$ cat config.mk
export PLATFORM = sky130hd
export DESIGN_NAME = dino_level_ctrl_flat
export DESIGN_NICKNAME = d
export VERILOG_FILES = /design/src/rtl/dino_level_ctrl_pkg.sv /design/src/rtl/dino_level_ctrl_if.sv /design/src/rtl/dino_tick_edge.sv /design/src/rtl/dino_level_ctrl.sv /design/src/flat_wrapper.sv
export SDC_FILE = /design/constraint.sdc
export NUM_CORES = 1
export LEC_CHECK = 0
export CAP_MARGIN = 20
export CORE_ASPECT_RATIO = 1.2
export CORE_MARGIN = 5
export CORE_UTILIZATION = 40
export DETAILED_ROUTE_END_ITERATION = 7
export PLACE_DENSITY = 0.73
export SKIP_LAST_GASP = 1
export SLEW_MARGIN = 10
export SYNTH_ARGS = -nofsm -noshare
export SYNTH_HDL_FRONTEND = slang
export SYNTH_SLANG_ARGS = --single-unit
export TNS_END_PERCENT = 100
$ cat constraint.sdc
create_clock -name clk -period 2.9 [get_ports clk]
set_input_delay 0.58 -clock clk [delete_from_list [all_inputs] [get_ports clk]]
set_output_delay 0.58 -clock clk [all_outputs]
set_load 0.1 [all_outputs]
$ cat src/rtl/dino_level_ctrl_pkg.sv
// -----------------------------------------------------------------------------
// dino_level_ctrl_pkg
// Shared constants for the Dino Run progress logic: game-phase encoding,
// difficulty-level width and the default score thresholds. The display and
// scoreboard logic import this package as well.
// -----------------------------------------------------------------------------
package dino_level_ctrl_pkg;

    localparam int LEVEL_W = 2;
    typedef logic [LEVEL_W-1:0] level_t;

    localparam level_t LEVEL_MAX = level_t'(3);

    localparam int STATE_W = 2;
    localparam logic [STATE_W-1:0] ST_IDLE = 2'd0;
    localparam logic [STATE_W-1:0] ST_RUN  = 2'd1;
    localparam logic [STATE_W-1:0] ST_OVER = 2'd2;

    localparam int unsigned DEF_SCORE_W   = 14;
    localparam int unsigned DEF_SCORE_MAX = 9999;
    localparam int unsigned DEF_L1_THRESH = 100;
    localparam int unsigned DEF_L2_THRESH = 300;
    localparam int unsigned DEF_L3_THRESH = 600;

endpackage

$ cat src/rtl/dino_level_ctrl_if.sv
// -----------------------------------------------------------------------------
// dino_level_ctrl_if
// Bundles the game-control inputs and progress outputs of dino_level_ctrl.
//   master : drives score_clk/start/collision, observes the progress outputs
//   slave  : the controller itself
// Signals:
//   score_clk  divided tick level (clk-derived)
//   start      one-cycle start/restart pulse
//   collision  high while the dino overlaps an obstacle
//   level      difficulty level 0..3
//   score      current score
//   high_score best score since reset
//   level_up   one-cycle pulse on each level increase
//   running    high in RUN
//   game_over  high in OVER
// -----------------------------------------------------------------------------
interface dino_level_ctrl_if
    import dino_level_ctrl_pkg::*;
#(
    parameter int unsigned SCORE_W = DEF_SCORE_W
);
    logic               score_clk;
    logic               start;
    logic               collision;
    level_t             level;
    logic [SCORE_W-1:0] score;
    logic [SCORE_W-1:0] high_score;
    logic               level_up;
    logic               running;
    logic               game_over;

    modport master (
        output score_clk, start, collision,
        input  level, score, high_score, level_up, running, game_over
    );

    modport slave (
        input  score_clk, start, collision,
        output level, score, high_score, level_up, running, game_over
    );
endinterface

$ cat src/rtl/dino_tick_edge.sv
// -----------------------------------------------------------------------------
// dino_tick_edge
// Rising-edge detector for a clk-derived tick level (score_clk, obstacle_clk,
// two_hz). A level held high produces exactly one tick_rise cycle.
// Ports:
//   clk       master clock
//   clr_n     asynchronous reset, active-low
//   tick_in   tick level, already synchronous to clk
//   tick_rise one-cycle pulse on the 0->1 transition of tick_in
// -----------------------------------------------------------------------------
module dino_tick_edge (
    input  logic clk,
    input  logic clr_n,
    input  logic tick_in,
    output logic tick_rise
);
    logic tick_prev;

    always_ff @(posedge clk or negedge clr_n) begin
        if (!clr_n) begin
            tick_prev <= 1'b0;
        end else begin
            tick_prev <= tick_in;
        end
    end

    assign tick_rise = tick_in & ~tick_prev;

endmodule

$ cat src/rtl/dino_level_ctrl.sv
// -----------------------------------------------------------------------------
// dino_level_ctrl
// Game-progress controller for Dino Run. Counts score on score_clk rising
// edges, derives the difficulty level that selects the cactus clock rate,
// sequences IDLE/RUN/OVER and keeps the high score.
// Thresholds must satisfy L1_THRESH < L2_THRESH < L3_THRESH <= SCORE_MAX.
// Ports:
//   clk    master clock, 50 MHz
//   clr_n  asynchronous reset, active-low
//   bus    slave side of dino_level_ctrl_if (inputs + progress outputs)
//
// state   | meaning
// --------+-----------------------------------------------------------
// IDLE    | after reset; score/level held at 0, waiting for start
// RUN     | counting ticks; collision ends the game
// OVER    | score/level/high_score frozen; start restarts from 0
// -----------------------------------------------------------------------------
module dino_level_ctrl
    import dino_level_ctrl_pkg::*;
#(
    parameter int unsigned SCORE_W   = DEF_SCORE_W,
    parameter int unsigned SCORE_MAX = DEF_SCORE_MAX,
    parameter int unsigned L1_THRESH = DEF_L1_THRESH,
    parameter int unsigned L2_THRESH = DEF_L2_THRESH,
    parameter int unsigned L3_THRESH = DEF_L3_THRESH
) (
    input  logic               clk,
    input  logic               clr_n,
    dino_level_ctrl_if.slave   bus
);
    localparam logic [SCORE_W-1:0] MAX_V = SCORE_W'(SCORE_MAX);
    localparam logic [SCORE_W-1:0] L1_V  = SCORE_W'(L1_THRESH);
    localparam logic [SCORE_W-1:0] L2_V  = SCORE_W'(L2_THRESH);
    localparam logic [SCORE_W-1:0] L3_V  = SCORE_W'(L3_THRESH);

    logic [STATE_W-1:0] state;
    logic [SCORE_W-1:0] score_q;
    logic [SCORE_W-1:0] high_q;
    level_t             level_q;
    level_t             level_nxt;
    logic               level_up_q;
    logic               tick_rise;

    // Priority encoding keeps the result sane even if a score ever jumped
    // past more than one threshold.
    function automatic level_t level_of(input logic [SCORE_W-1:0] s);
        if (s >= L3_V) begin
            return LEVEL_MAX;
        end else if (s >= L2_V) begin
            return level_t'(2);
        end else if (s >= L1_V) begin
            return level_t'(1);
        end
        return level_t'(0);
    endfunction

    dino_tick_edge u_tick (
        .clk       (clk),
        .clr_n     (clr_n),
        .tick_in   (bus.score_clk),
        .tick_rise (tick_rise)
    );

    // Level is derived from the registered score, so it trails the score by
    // one clk.
    assign level_nxt = level_of(score_q);

    always_ff @(posedge clk or negedge clr_n) begin
        if (!clr_n) begin
            state      <= ST_IDLE;
            score_q    <= '0;
            high_q     <= '0;
            level_q    <= '0;
            level_up_q <= 1'b0;
        end else begin
            level_up_q <= 1'b0;
            case (state)
                ST_IDLE: begin
                    score_q <= '0;
                    level_q <= '0;
                    if (bus.start) begin
                        state <= ST_RUN;
                    end
                end
                ST_RUN: begin
                    // Level keeps tracking on the collision edge too, so a
                    // threshold reached on the last tick is not lost.
                    if (level_nxt > level_q) begin
                        level_q    <= level_nxt;
                        level_up_q <= 1'b1;
                    end
                    if (bus.collision) begin
                        state <= ST_OVER;
                        if (score_q > high_q) begin
                            high_q <= score_q;
                        end
                    end else if (tick_rise && (score_q < MAX_V)) begin
                        score_q <= score_q + 1'b1;
                    end
                end
                ST_OVER: begin
                    if (bus.start) begin
                        state   <= ST_RUN;
                        score_q <= '0;
                        level_q <= '0;
                    end
                end
                default: begin
                    state <= ST_IDLE;
                end
            endcase
        end
    end

    assign bus.score      = score_q;
    assign bus.high_score = high_q;
    assign bus.level      = level_q;
    assign bus.level_up   = level_up_q;
    assign bus.running    = (state == ST_RUN);
    assign bus.game_over  = (state == ST_OVER);

endmodule

$ cat src/flat_wrapper.sv
// flat-port wrapper written by rule: the top's interface ports become plain ports
module dino_level_ctrl_flat import dino_level_ctrl_pkg::*;
#(
    parameter int unsigned SCORE_W   = DEF_SCORE_W,
    parameter int unsigned SCORE_MAX = DEF_SCORE_MAX,
    parameter int unsigned L1_THRESH = DEF_L1_THRESH,
    parameter int unsigned L2_THRESH = DEF_L2_THRESH,
    parameter int unsigned L3_THRESH = DEF_L3_THRESH
)
  (clk, clr_n, bus_score_clk, bus_start, bus_collision, bus_level, bus_score, bus_high_score, bus_level_up, bus_running, bus_game_over);
  dino_level_ctrl_if #(.SCORE_W(SCORE_W)) bus_i ();
  input  logic clk;
  input  logic clr_n;
  input wire logic [$bits(bus_i.score_clk)-1:0] bus_score_clk;
  input wire logic [$bits(bus_i.start)-1:0] bus_start;
  input wire logic [$bits(bus_i.collision)-1:0] bus_collision;
  output wire logic [$bits(bus_i.level)-1:0] bus_level;
  output wire logic [$bits(bus_i.score)-1:0] bus_score;
  output wire logic [$bits(bus_i.high_score)-1:0] bus_high_score;
  output wire logic [$bits(bus_i.level_up)-1:0] bus_level_up;
  output wire logic [$bits(bus_i.running)-1:0] bus_running;
  output wire logic [$bits(bus_i.game_over)-1:0] bus_game_over;
  assign bus_i.score_clk = bus_score_clk;
  assign bus_i.start = bus_start;
  assign bus_i.collision = bus_collision;
  assign bus_level = bus_i.level;
  assign bus_score = bus_i.score;
  assign bus_high_score = bus_i.high_score;
  assign bus_level_up = bus_i.level_up;
  assign bus_running = bus_i.running;
  assign bus_game_over = bus_i.game_over;
  dino_level_ctrl #(.SCORE_W(SCORE_W), .SCORE_MAX(SCORE_MAX), .L1_THRESH(L1_THRESH), .L2_THRESH(L2_THRESH), .L3_THRESH(L3_THRESH)) u_core (.clk(clk), .clr_n(clr_n), .bus(bus_i));
endmodule
# Word level (Yosys, flattened, before mapping)
# Cells that the tools add are included.
# word_totals
out_inout_bits	33
ff_bits	34
in_bits	5
word_cells	50
# classes
bitwise_logic	2
n_addsub	1
n_reduce_logical	8
n_lt_le_gt_ge	6
muxes	19
eq_ne	8
# ops
cell	n
two-way mux 14 bit	3
one-hot mux 14 bit (3 select lines)	1
two-way mux 2 bit	8
adder 14 x 1 -> 14 bit (second input constant)	1
>= comparator 14 x 10 -> 1 bit (second input constant)	1
>= comparator 14 x 7 -> 1 bit (second input constant)	1
>= comparator 14 x 9 -> 1 bit (second input constant)	1
> comparator 14 bit	1
< comparator 14 bit (second input constant)	1
inequality test 2 x 1 -> 1 bit (second input constant)	3
inequality test 2 bit (second input constant)	3
one-hot mux 2 bit (3 select lines)	1
AND reduction 3 bit	2
two-way mux 1 bit	5
one-hot mux 2 bit (2 select lines)	1
AND reduction 4 bit	1
nonzero test 3 bit	1
== test 2 x 1 -> 1 bit (second input constant)	1
== test 2 bit (second input constant)	1
> comparator 2 bit	1
zero test 2 bit	1
AND reduction 2 bit	1
OR reduction 2 bit	1
bitwise AND 1 bit	1
2 further kinds	2

# Depth between registers and ports, before layout
# Gate-level depths: netlist of the first run.
# depth
ltp_word	8
depth_mapped	10
mapped_depth_nobuf	9

# Cells and area by module
# Synthesis of the first run repeated with hierarchy kept, for this count alone.
# unflattened
cells_unflattened	228
hier_area_um2	2222.1
# modules_own_cells
module	cells_each	instances	seq_area_each_um2	area_each_um2
dino_level_ctrl	226	1	825.8	2183.3
dino_tick_edge	2	1	25.0	38.8

# Worst setup path before layout of the first run
# No wires, ideal clock.
# synth_timing
path_kind	register -> register
start	reg u_core.high_q[8], in the netlist u_core.bus.high_score[8]
end	reg u_core.high_q[7], in the netlist u_core.bus.high_score[7]
path_stages_with_launch	9
n_path_buf	1
t_arrival_ns	2.820
setup_time_ns	0.126
required_time_ns	2.774
slack_ns	-0.046
period_less_slack_ns	2.946
path_cell_list	dfrtp_1 -> inv_1 -> ha_1 -> nand2_1 -> o21a_1 -> o221a_2 -> a211oi_2 -> buf_2 -> mux2_2
# synth_via
elab_chain_cells	2
# synth_rtl
item	line_no	source
from (decl)	dino_level_ctrl.sv:38	logic [SCORE_W-1:0] high_q;
from (signal assigned)	dino_level_ctrl.sv:95	high_q <= score_q;
> comparator 14 bit	dino_level_ctrl.sv:94	if (score_q > high_q) begin
AND reduction 3 bit (no source line)	-	
# No other way between the ends.
# A chain may end at the register's enable or synchronous reset.

# Final worst setup path of the first run
# layout_timing
start	reg u_core.score_q[12], in the netlist u_core.bus.score[12]
end	reg u_core.level_q[1], in the netlist u_core.bus.level[1]
# layout_via
elab_chain_cells	8
word_cells_on_any_way	14
cone_classes	4 x order compare; 1 x eq/ne; 8 x mux; 1 x reduce/logical
# layout_rtl
item	line_no	source
from (decl)	dino_level_ctrl.sv:37	logic [SCORE_W-1:0] score_q;
from (signal assigned)	dino_level_ctrl.sv:98	score_q <= score_q + 1'b1;
>= comparator 14 x 7 -> 1 bit	dino_level_ctrl.sv:51	end else if (s >= L1_V) begin
two-way mux 1 bit	dino_level_ctrl.sv:51	
two-way mux 1 bit	dino_level_ctrl.sv:49	end else if (s >= L2_V) begin
two-way mux 1 bit	dino_level_ctrl.sv:47	if (s >= L3_V) begin
two-way mux 2 bit *	dino_level_ctrl.sv:54	return level_t'(0);
> comparator 2 bit	dino_level_ctrl.sv:88	if (level_nxt > level_q) begin
inequality test 2 x 1 -> 1 bit (no source line)	-	
AND reduction 3 bit (no source line)	-	
to (signal assigned)	dino_level_ctrl.sv:89	level_q <= level_nxt;
to (decl)	dino_level_ctrl.sv:39	level_t level_q;
# Mark *: on every way between the ends. The rest lies on a longest branch, timed or not. The select of a mux whose other input is x is not followed.

==> results of run 1 <==
[metrics by stage]
step                      hold WS, ns  setup WS, ns  cells
final                          0.5344        0.4130    310
after global routing           0.5485        0.1247    310
after CTS                      0.5394        0.2685    310
after detailed placement       0.5245        0.2811    303
after global placement         0.5148        0.3633    303
after floorplan                0.2844      0.004424    208
[layout make-up]
cell class / instances / area, um^2
Inverter: 22 / 82.58
Clock buffer: 7 / 86.33
Timing Repair Buffer: 45 / 347.8
Multi-Input combinational cell: 142 / 1060
Tap cell: 60 / 75.07
Fill cell: 473 / 2434
Sequential cell: 34 / 854.6
[kinds of logic (layout without fill, tap and decap cells)]
group                    count (synthesis)  after routing  share of synthesized area
AND/OR/NAND/NOR                         61             61                     0.1573
AO/OA/AOI/OAI                           41             41                     0.1401
flip-flops                              34             34                     0.4179
adder cells (fa/ha/maj)                 18             18                     0.1106
multiplexers                            14             14                    0.07560
XOR/XNOR                                 8              8                    0.03442
buffers and inverters                   32             74                    0.06392
[final timing paths]
kind                                                   endpoint  slack [ns]                                 start
max                             u_core.bus.level[1]$_DFFE_PN0P_        0.41      u_core.bus.score[12]$_DFFE_PN0P_
min                        u_core.bus.high_score[9]$_DFFE_PN0P_        0.53  u_core.bus.high_score[9]$_DFFE_PN0P_
max reg2reg                     u_core.bus.level[1]$_DFFE_PN0P_        0.41      u_core.bus.score[12]$_DFFE_PN0P_
min reg2reg                u_core.bus.high_score[9]$_DFFE_PN0P_        0.53  u_core.bus.high_score[9]$_DFFE_PN0P_
max in group asynchronous  u_core.bus.high_score[9]$_DFFE_PN0P_        1.85                                 clr_n
min in group asynchronous  u_core.bus.high_score[1]$_DFFE_PN0P_        0.70                                 clr_n
[registers in the layout (all words and copies together) (netlist names)]
signal                   flops
u_core.bus.high_score       14
u_core.bus.score            14
u_core.bus.level             2
u_core.bus.level_up          1
u_core.state                 2
u_core.u_tick.tick_prev      1
[timing repair]
action,in CTS,in global routing
endpoints found under the setup margin,0,1
gates resized for setup,0,1
hold buffers,0,0
[cells in the final DEF (no fill, tap or decap), drive strengths merged, types with 2 or more instances in the layout]
cell and count:
buf 41, dfrtp 34, inv 22, ha 18
nor2 15, nand2 14, a21oi 11, mux2 11
nand3 9, xnor2 8, o21ai 7, clkbuf 7
nand4 5, a211oi 5, nor2b 4, clkdlybuf4s50 4
nor4 4, o31ai 3, a21o 3, mux2i 3
nor3 2, or3 2, or4 2
[power by group through the flow]
stage / clock (mW) / sequential [mW] / combinational (mW)
floorplan: 0 / 0.510 / 0.0913
global placement: 0 / 0.501 / 0.147
detailed placement: 0 / 0.502 / 0.147
CTS: 0.369 / 0.493 / 0.148
global route: 0.387 / 0.494 / 0.157
finish: 0.358 / 0.493 / 0.147
[worst max-delay path: cells and delay by family, from the launching register on]
kind            cells  cell delay [ns]
compound gates      3             0.72
fa+ha+maj           1             0.28
buf+inv             1             0.08
flops               1             0.47
simple gates        3             0.84
[layer usage]
metal / vias to the layer above / GRT usage / wire length [um] / part of all wire
li1: 817 / - / - / -
met1: 803 / 0.1898 / 2016 / 0.45
met2: 25 / 0.2433 / 2176 / 0.49
met3: 4 / 0.03904 / 201 / 0.045
met4: 0 / 0.06149 / 68 / 0.015
met5: - / 0 / 0 / 0
==> impl_metrics.toml, run 1 <==
[run_status]
status = "complete, no violations"

[final_layout]
drive_gt1_frac = 0.2760
final_nets = 273
area_growth_pct = 23.11
final_area_mm2 = 0.002506
utilization = 0.5073
diodes = 0

[clock_network]
cts_buffer_depth = 2
cts_buffers = 5
cts-root-buf = "clkbuf_8"
clk_pin_slew_ns = 0.07
clkSinkCount = 34
postCtsSetupBuffers = 0
cts_tree = "yes"
clk_latency_ns = 0.29
cts_max_level = 2

[logic_synthesis]
synth_fp_nets = 231
synth_edf_count = 0
synth_warnings = 0
post-synth-top-area-fraction = 0.4179
synth-seq-cells = 34
synthArstFlopShare = 1.000
synth.most_common_cell = "dfrtp_1"
yosysUniqueCellTypes = 42
netlist_instances = 208
synth_area_leaders = "dfrtp_1, ha_1, mux2_2, inv_1, xnor2_1"
ys.flop_type = "dfrtp_1"
yosysTopAreaCell = "dfrtp_1"
synth_common_cells = "dfrtp_1, inv_1, ha_1"
ys_seq_area_frac = 0.4179
syn-cell-area_mm2 = 0.002036
syn-mean-instance-area_um2 = 9.787

[setup_path]
cp_slowest_cell = "or4_1"
endpoint_kind = "flip-flop"
max_stage_delay_ns = 0.60
critPathArrivalTime_ns = 2.68
crit_chain = "or4_1, a211oi_2, inv_1, ha_1, nor2b_1, o211ai_1, nand3_1, o21ai_0"
path_max_fanout = 8
r2r_cells = 8
critPathKind = "reg -> reg"
cp-start-kind = "flip-flop"
worstPathRequired_ns = 3.10

[power]
p_leak_nw = 1.210
combPwrFrac = 0.147
pwr-share-seq = 0.494
p_int_uw = 704.1
p_per_area_mw_per_mm2 = 398.1
power_frac_clock = 0.359
p_sw_frac = 0.2943
irDropWorstVdd_mv = 0.2962
total_power_uw = 997.7
p_sw_uw = 293.6

[floorplan]
start_util = 0.4121
row_count = 28
die_w_um = 75.13
dieArea_mm2 = 0.006622
io_pins = 38
core-area_mm2 = 0.004940
chipHeight_um = 88.15

[sta]
finClkSkew_ns = 0.007622
fin_setup_tns_ns = 0
report.final.setup_viol = 0
tightest_slew_ns = 0.5212
timing.final.crit_share = 0.8576
fmax_mhz = 402.1
slew_headroom = 0.6525
slew_violations = 0
rsz0062_at_grt = "no"
finalHoldViolations = 0
period_needed_ns = 2.487

[min_path]
min_path_cells = 1
hold_class = "reg -> reg"

[grt]
grt_use_total = 0.1507
grt_max_degree = 35
grt_pass1_wl_mm = 7.555
grt_overflow = 0
antenna_found_initial = 0
grt_pass1_vias = 1596

[route]
dr.pass1.iters = 4
drc = 0
vias = 1649
detail-route-antenna-nets = 0
wire_per_inst_um = 14.39
vias_per_cell = 5.319
drt_iter0_markers = 50
wl_mm = 4.462

[placed_design]
gp_congestion = 0.8832
dp_hpwl_mm = 3.382
numPortBuffers = 37
placed_area_mm2 = 0.002415

[run]
cap_violations = 0
Note: power is estimated with default switching activity, not from simulation.
==> run 2, diff against run 1 <==
Settings changed: CORE_UTILIZATION 40 to 27, PLACE_DENSITY 0.73 to 0.56.
==> impl_metrics.toml, run 2 (synthesized netlist as in run 1, its figures left out) <==
[run_status]
status = "complete, no violations"

[setup_path]
crit_family = "compound AO/OA/AOI/OAI gates"
r2r_start = "u_core.bus.score[13]$_DFFE_PN0P_"
cp_slowest_cell = "or4_1"
cp-start-kind = "flip-flop"
endpoint_kind = "flip-flop"
worstPathRequired_ns = 3.04
max_stage_delay_ns = 0.56
critPathKind = "reg -> reg"
path_max_fanout = 7
critPathArrivalTime_ns = 2.77
worstReg2RegEnd = "u_core.bus.level[1]$_DFFE_PN0P_"
critical_path_depth = 8
r2r_cells = 8
critPathLaunch = "u_core.bus.score[13]$_DFFE_PN0P_"
crit_chain = "or4_1, a211oi_1, a221oi_1, ha_1, nand2_1, o211ai_1, nand3_1, o21ai_0"
crit_path_end = "u_core.bus.level[1]$_DFFE_PN0P_"
reg2reg_slack_ns = 0.28
crit_buf_inv = 0

[floorplan]
row_count = 34
dieArea_mm2 = 0.009384
die_w_um = 89.27
chipHeight_um = 105.1
start_util = 0.2782
core-area_mm2 = 0.007317
io_pins = 38

[placed_design]
numPortBuffers = 37
dp_hpwl_mm = 3.682
gp_congestion = 0.7752

[sta]
report.final.setup_viol = 0
finClkSkew_ns = 0.007252
slew_headroom = 0.6268
finalHoldViolations = 0
tightest_slew_ns = 0.5457
period_needed_ns = 2.624
rsz0062_at_grt = "no"
hold-worst-slack_ns = 0.5359
timing.final.crit_share = 0.9047
fin_setup_tns_ns = 0
fmax_mhz = 381.2
slew_violations = 0

[route]
drc = 0
drt_iter0_markers = 76
dr.max_layer_used = "met4"
vias = 1646
wl_mm = 4.814
dr_wl_met2_mm = 2.308
wire_per_inst_um = 14.03
vias_per_cell = 4.799
drt-met1-wl_mm = 2.189
detail-route-antenna-nets = 0
dr.pass1.iters = 4
wl_met3_um = 252

[final_layout]
seqCellArea_um2 = 854.6
final_nets = 275
drive_gt1_frac = 0.2806
multi_input_area_mm2 = 0.001055
fill_cells = 775
diodes = 0
final_cell_mix = "buf_4, dfrtp_1, inv_1"
final_common_cell = "buf_4"
area_growth_pct = 25.26

[clock_network]
cts_buffers = 5
clk_pin_slew_ns = 0.07
cts_resized = 0
postCtsSetupBuffers = 0
cts_max_level = 2
cts-root-buf = "clkbuf_8"
clk_latency_ns = 0.28
cts-hold-fix-buffers = 0
cts_buffer_depth = 2
clkSinkCount = 34
cts_tree = "yes"

[grt]
antenna_found_initial = 0
grt_max_degree = 35
grt_pass1_vias = 1637
grt_pass1_wl_mm = 8.031
grt_use_total = 0.1084
grt_overflow = 0

[run]
cap_violations = 0

[power]
p_per_area_mw_per_mm2 = 382.1
irDropWorstVdd_mv = 0.2420
p_leak_nw = 1.221

[min_path]
min_path_cells = 1
hold_class = "reg -> reg"
run 2: cell count changes in the layout (fill, tap and decap cells not counted):
| cell | previous run | this run |
|---|---|---|
| a211oi_1 | 2 | 3 |
| clkbuf_8 | 6 | 5 |
| clkinv_2 | 0 | 2 |
| a211oi_2 | 3 | 2 |
| buf_4 | 41 | 43 |
run 2: metal layers:
layer / global-route usage / vias up
li1: - / 817
met1: 0.1422 / 792
met2: 0.1739 / 31
met3: 0.02756 / 6
met4: 0.03191 / 0
met5: 0 / -
run 2: worst min-delay path by stage:
stage / from / endpoint
3_3_place_gp: u_core.bus.high_score[9]$_DFFE_PN0P_ / u_core.bus.high_score[9]$_DFFE_PN0P_
6_report: u_core.bus.high_score[9]$_DFFE_PN0P_ / u_core.bus.high_score[9]$_DFFE_PN0P_
3_5_place_dp: u_core.bus.high_score[9]$_DFFE_PN0P_ / u_core.bus.high_score[9]$_DFFE_PN0P_
5_1_grt: u_core.bus.high_score[4]$_DFFE_PN0P_ / u_core.bus.high_score[4]$_DFFE_PN0P_
4_1_cts: u_core.bus.high_score[9]$_DFFE_PN0P_ / u_core.bus.high_score[9]$_DFFE_PN0P_
2_1_floorplan: clr_n / u_core.bus.high_score[0]$_DFFE_PN0P_
run 2: stage by stage:
step	setup slack (ns)	cells	area, um^2	power, mW	util
after floorplan	0.004424	208	2039	0.6011	-
after global placement	0.3395	335	2467	0.6510	0.3372
final	0.2764	343	2550	0.9743	0.3485
after global routing	0.002054	343	2550	1.022	0.3485
after detailed placement	0.2877	335	2467	0.6503	0.3372
after CTS	0.2827	343	2550	1.001	0.3485
run 2: layout make-up:
type,count,area share
well taps,90,0.04416
clock inverters,2,0.003925
multi-input cells,142,0.4136
repair buffers,47,0.1423
clock buffers,6,0.02846
flip-flops and latches,34,0.3351
inverters,22,0.03238
run 2: report_power, final:
| group | switching, mW | total (mW) | internal (mW) |
|---|---|---|---|
| clock | 0.170 | 0.336 | 0.166 |
| sequential | 0.0103 | 0.492 | 0.482 |
| combinational | 0.112 | 0.146 | 0.0336 |
==> run 3, diff against run 2 <==
Settings changed: ABC_CLOCK_PERIOD_IN_PS from default to 2900, CTS_CLUSTER_SIZE from default to 40, PLACE_DENSITY 0.56 to 0.49.
==> impl_metrics.toml, run 3 (synthesized netlist as in run 1, its figures left out) <==
[run_status]
status = "complete, no violations"

[floorplan]
dieArea_mm2 = 0.009384
io_pins = 38
chipHeight_um = 105.1
core-area_mm2 = 0.007317
die_w_um = 89.27
start_util = 0.2782
row_count = 34

[sta]
fmax_mhz = 396.2
timing.final.crit_share = 0.8704
fin_setup_tns_ns = 0
finalHoldViolations = 0
period_needed_ns = 2.524
finClkSkew_ns = 0.003847
rsz0062_at_grt = "no"
hold-worst-slack_ns = 0.5368
setup_slack_ns = 0.3758
slew_violations = 0
report.final.setup_viol = 0
tightest_slew_ns = 0.4820
slew_headroom = 0.6704

[route]
detail-route-antenna-nets = 0
wl_mm = 5.058
dr.pass1.iters = 4
drc = 0
wire_per_inst_um = 14.79
vias_per_cell = 4.865
drt_iter0_markers = 119
vias = 1664

[setup_path]
endpoint_kind = "flip-flop"
cp-start-kind = "flip-flop"
path_max_fanout = 8
crit_chain = "or4_1, a211oi_2, inv_1, ha_1, nor2b_1, o211ai_1, nand3_1, o21ai_0"
critPathKind = "reg -> reg"
worstPathRequired_ns = 3.12
critPathArrivalTime_ns = 2.74
cp_slowest_cell = "or4_1"
max_stage_delay_ns = 0.61

[clock_network]
clk_latency_ns = 0.29
cts_max_level = 2
cts-hold-fix-buffers = 0
clkSinkCount = 34
postCtsSetupBuffers = 0
cts_tree = "yes"
cts_buffer_depth = 2
clk_pin_slew_ns = 0.07
cts-root-buf = "clkbuf_8"
cts_buffers = 5

[grt]
grt_use_met2 = 0.1849
grt_use_met3 = 0.02913
grt_pass1_vias = 1736
use_met1 = 0.1555
antenna_found_initial = 0
grt_use_total = 0.1188
grt_max_degree = 35
grt.busiest_layer = "met2"
grt_pass1_wl_mm = 8.687
grt_overflow = 0

[placed_design]
numPortBuffers = 37
dp_hpwl_mm = 3.779
place_ws_ns = 0.2439
gp_congestion = 0.7509

[power]
p_per_area_mw_per_mm2 = 400.6
p_leak_nw = 1.219
total_power_mw = 1.024
irDropWorstVdd_mv = 0.1949

[final_layout]
final_cell_mix = "buf_4, dfrtp_1, inv_1"
utilization = 0.3494
diodes = 0
area_growth_pct = 25.57
drive_gt1_frac = 0.2817
final_common_cell = "buf_4"
final_nets = 274

[min_path]
hold_class = "reg -> reg"

[run]
cap_violations = 0
==> run 3: cell types whose count changed in the layout (fill, tap and decap cells not counted) <==
| cell | change |
|---|---|
| a211oi_1 | -1 |
| a211oi_2 | +1 |
| buf_4 | -1 |
| clkbuf_8 | +1 |
| clkinv_2 | -1 |
==> run 3: layout make-up <==
cell class / instances / area (um^2)
clock buffers: 7 / 86.33
clock inverters: 1 / 5.005
fillers: 772 / 4761
repair buffers: 46 / 355.3
inverters: 22 / 82.58
flip-flops and latches: 34 / 854.6
well taps: 90 / 112.6
multi-input cells: 142 / 1060
==> run 3: worst paths after layout <==
| path | from | endpoint | slack (ns) | depth (start not counted) |
|---|---|---|---|---|
| max reg2reg | u_core.bus.score[12]$_DFFE_PN0P_ | u_core.bus.level[1]$_DFFE_PN0P_ | 0.38 | 8 |
| min in group asynchronous | clr_n | u_core.bus.high_score[0]$_DFFE_PN0P_ | 0.70 | 2 |
| min reg2reg | u_core.bus.high_score[4]$_DFFE_PN0P_ | u_core.bus.high_score[4]$_DFFE_PN0P_ | 0.54 | 1 |
| min | u_core.bus.high_score[4]$_DFFE_PN0P_ | u_core.bus.high_score[4]$_DFFE_PN0P_ | 0.54 | 1 |
| max in group asynchronous | clr_n | u_core.bus.high_score[7]$_DFFE_PN0P_ | 1.86 | 2 |
| max | u_core.bus.score[12]$_DFFE_PN0P_ | u_core.bus.level[1]$_DFFE_PN0P_ | 0.38 | 8 |
==> run 3: timing repair <==
action,CTS,global route
endpoints found under the setup margin,0,2
hold endpoints to repair,0,0
gates resized for setup,0,1
==> run 3: where the power goes <==
group	switching, mW	leakage (nW)	internal (mW)
Combinational	0.114	0.720	0.0381
Clock	0.187	0.0482	0.192
Sequential	0.0113	0.451	0.482
Total	0.312	1.22	0.712
==> run 3: critical path, delay by kind of cell, from the launching register on <==
kind            cells  cell delay [ns]
compound gates      3             0.75
fa+ha+maj           1             0.29
buf+inv             1             0.08
flops               1             0.48
simple gates        3             0.85
==> run 3: metrics by stage <==
stage	cell area, um^2	std cells
after detailed placement	2460	334
after CTS	2551	342
after global placement	2460	334
after floorplan	2039	208
after global routing	2556	342
final	2556	342
==> run 3: routing by layer <==
metal	up-vias	share of wire
met4	0	0.018
li1	818	-
met2	37	0.47
met3	6	0.054
met5	-	0
met1	803	0.46
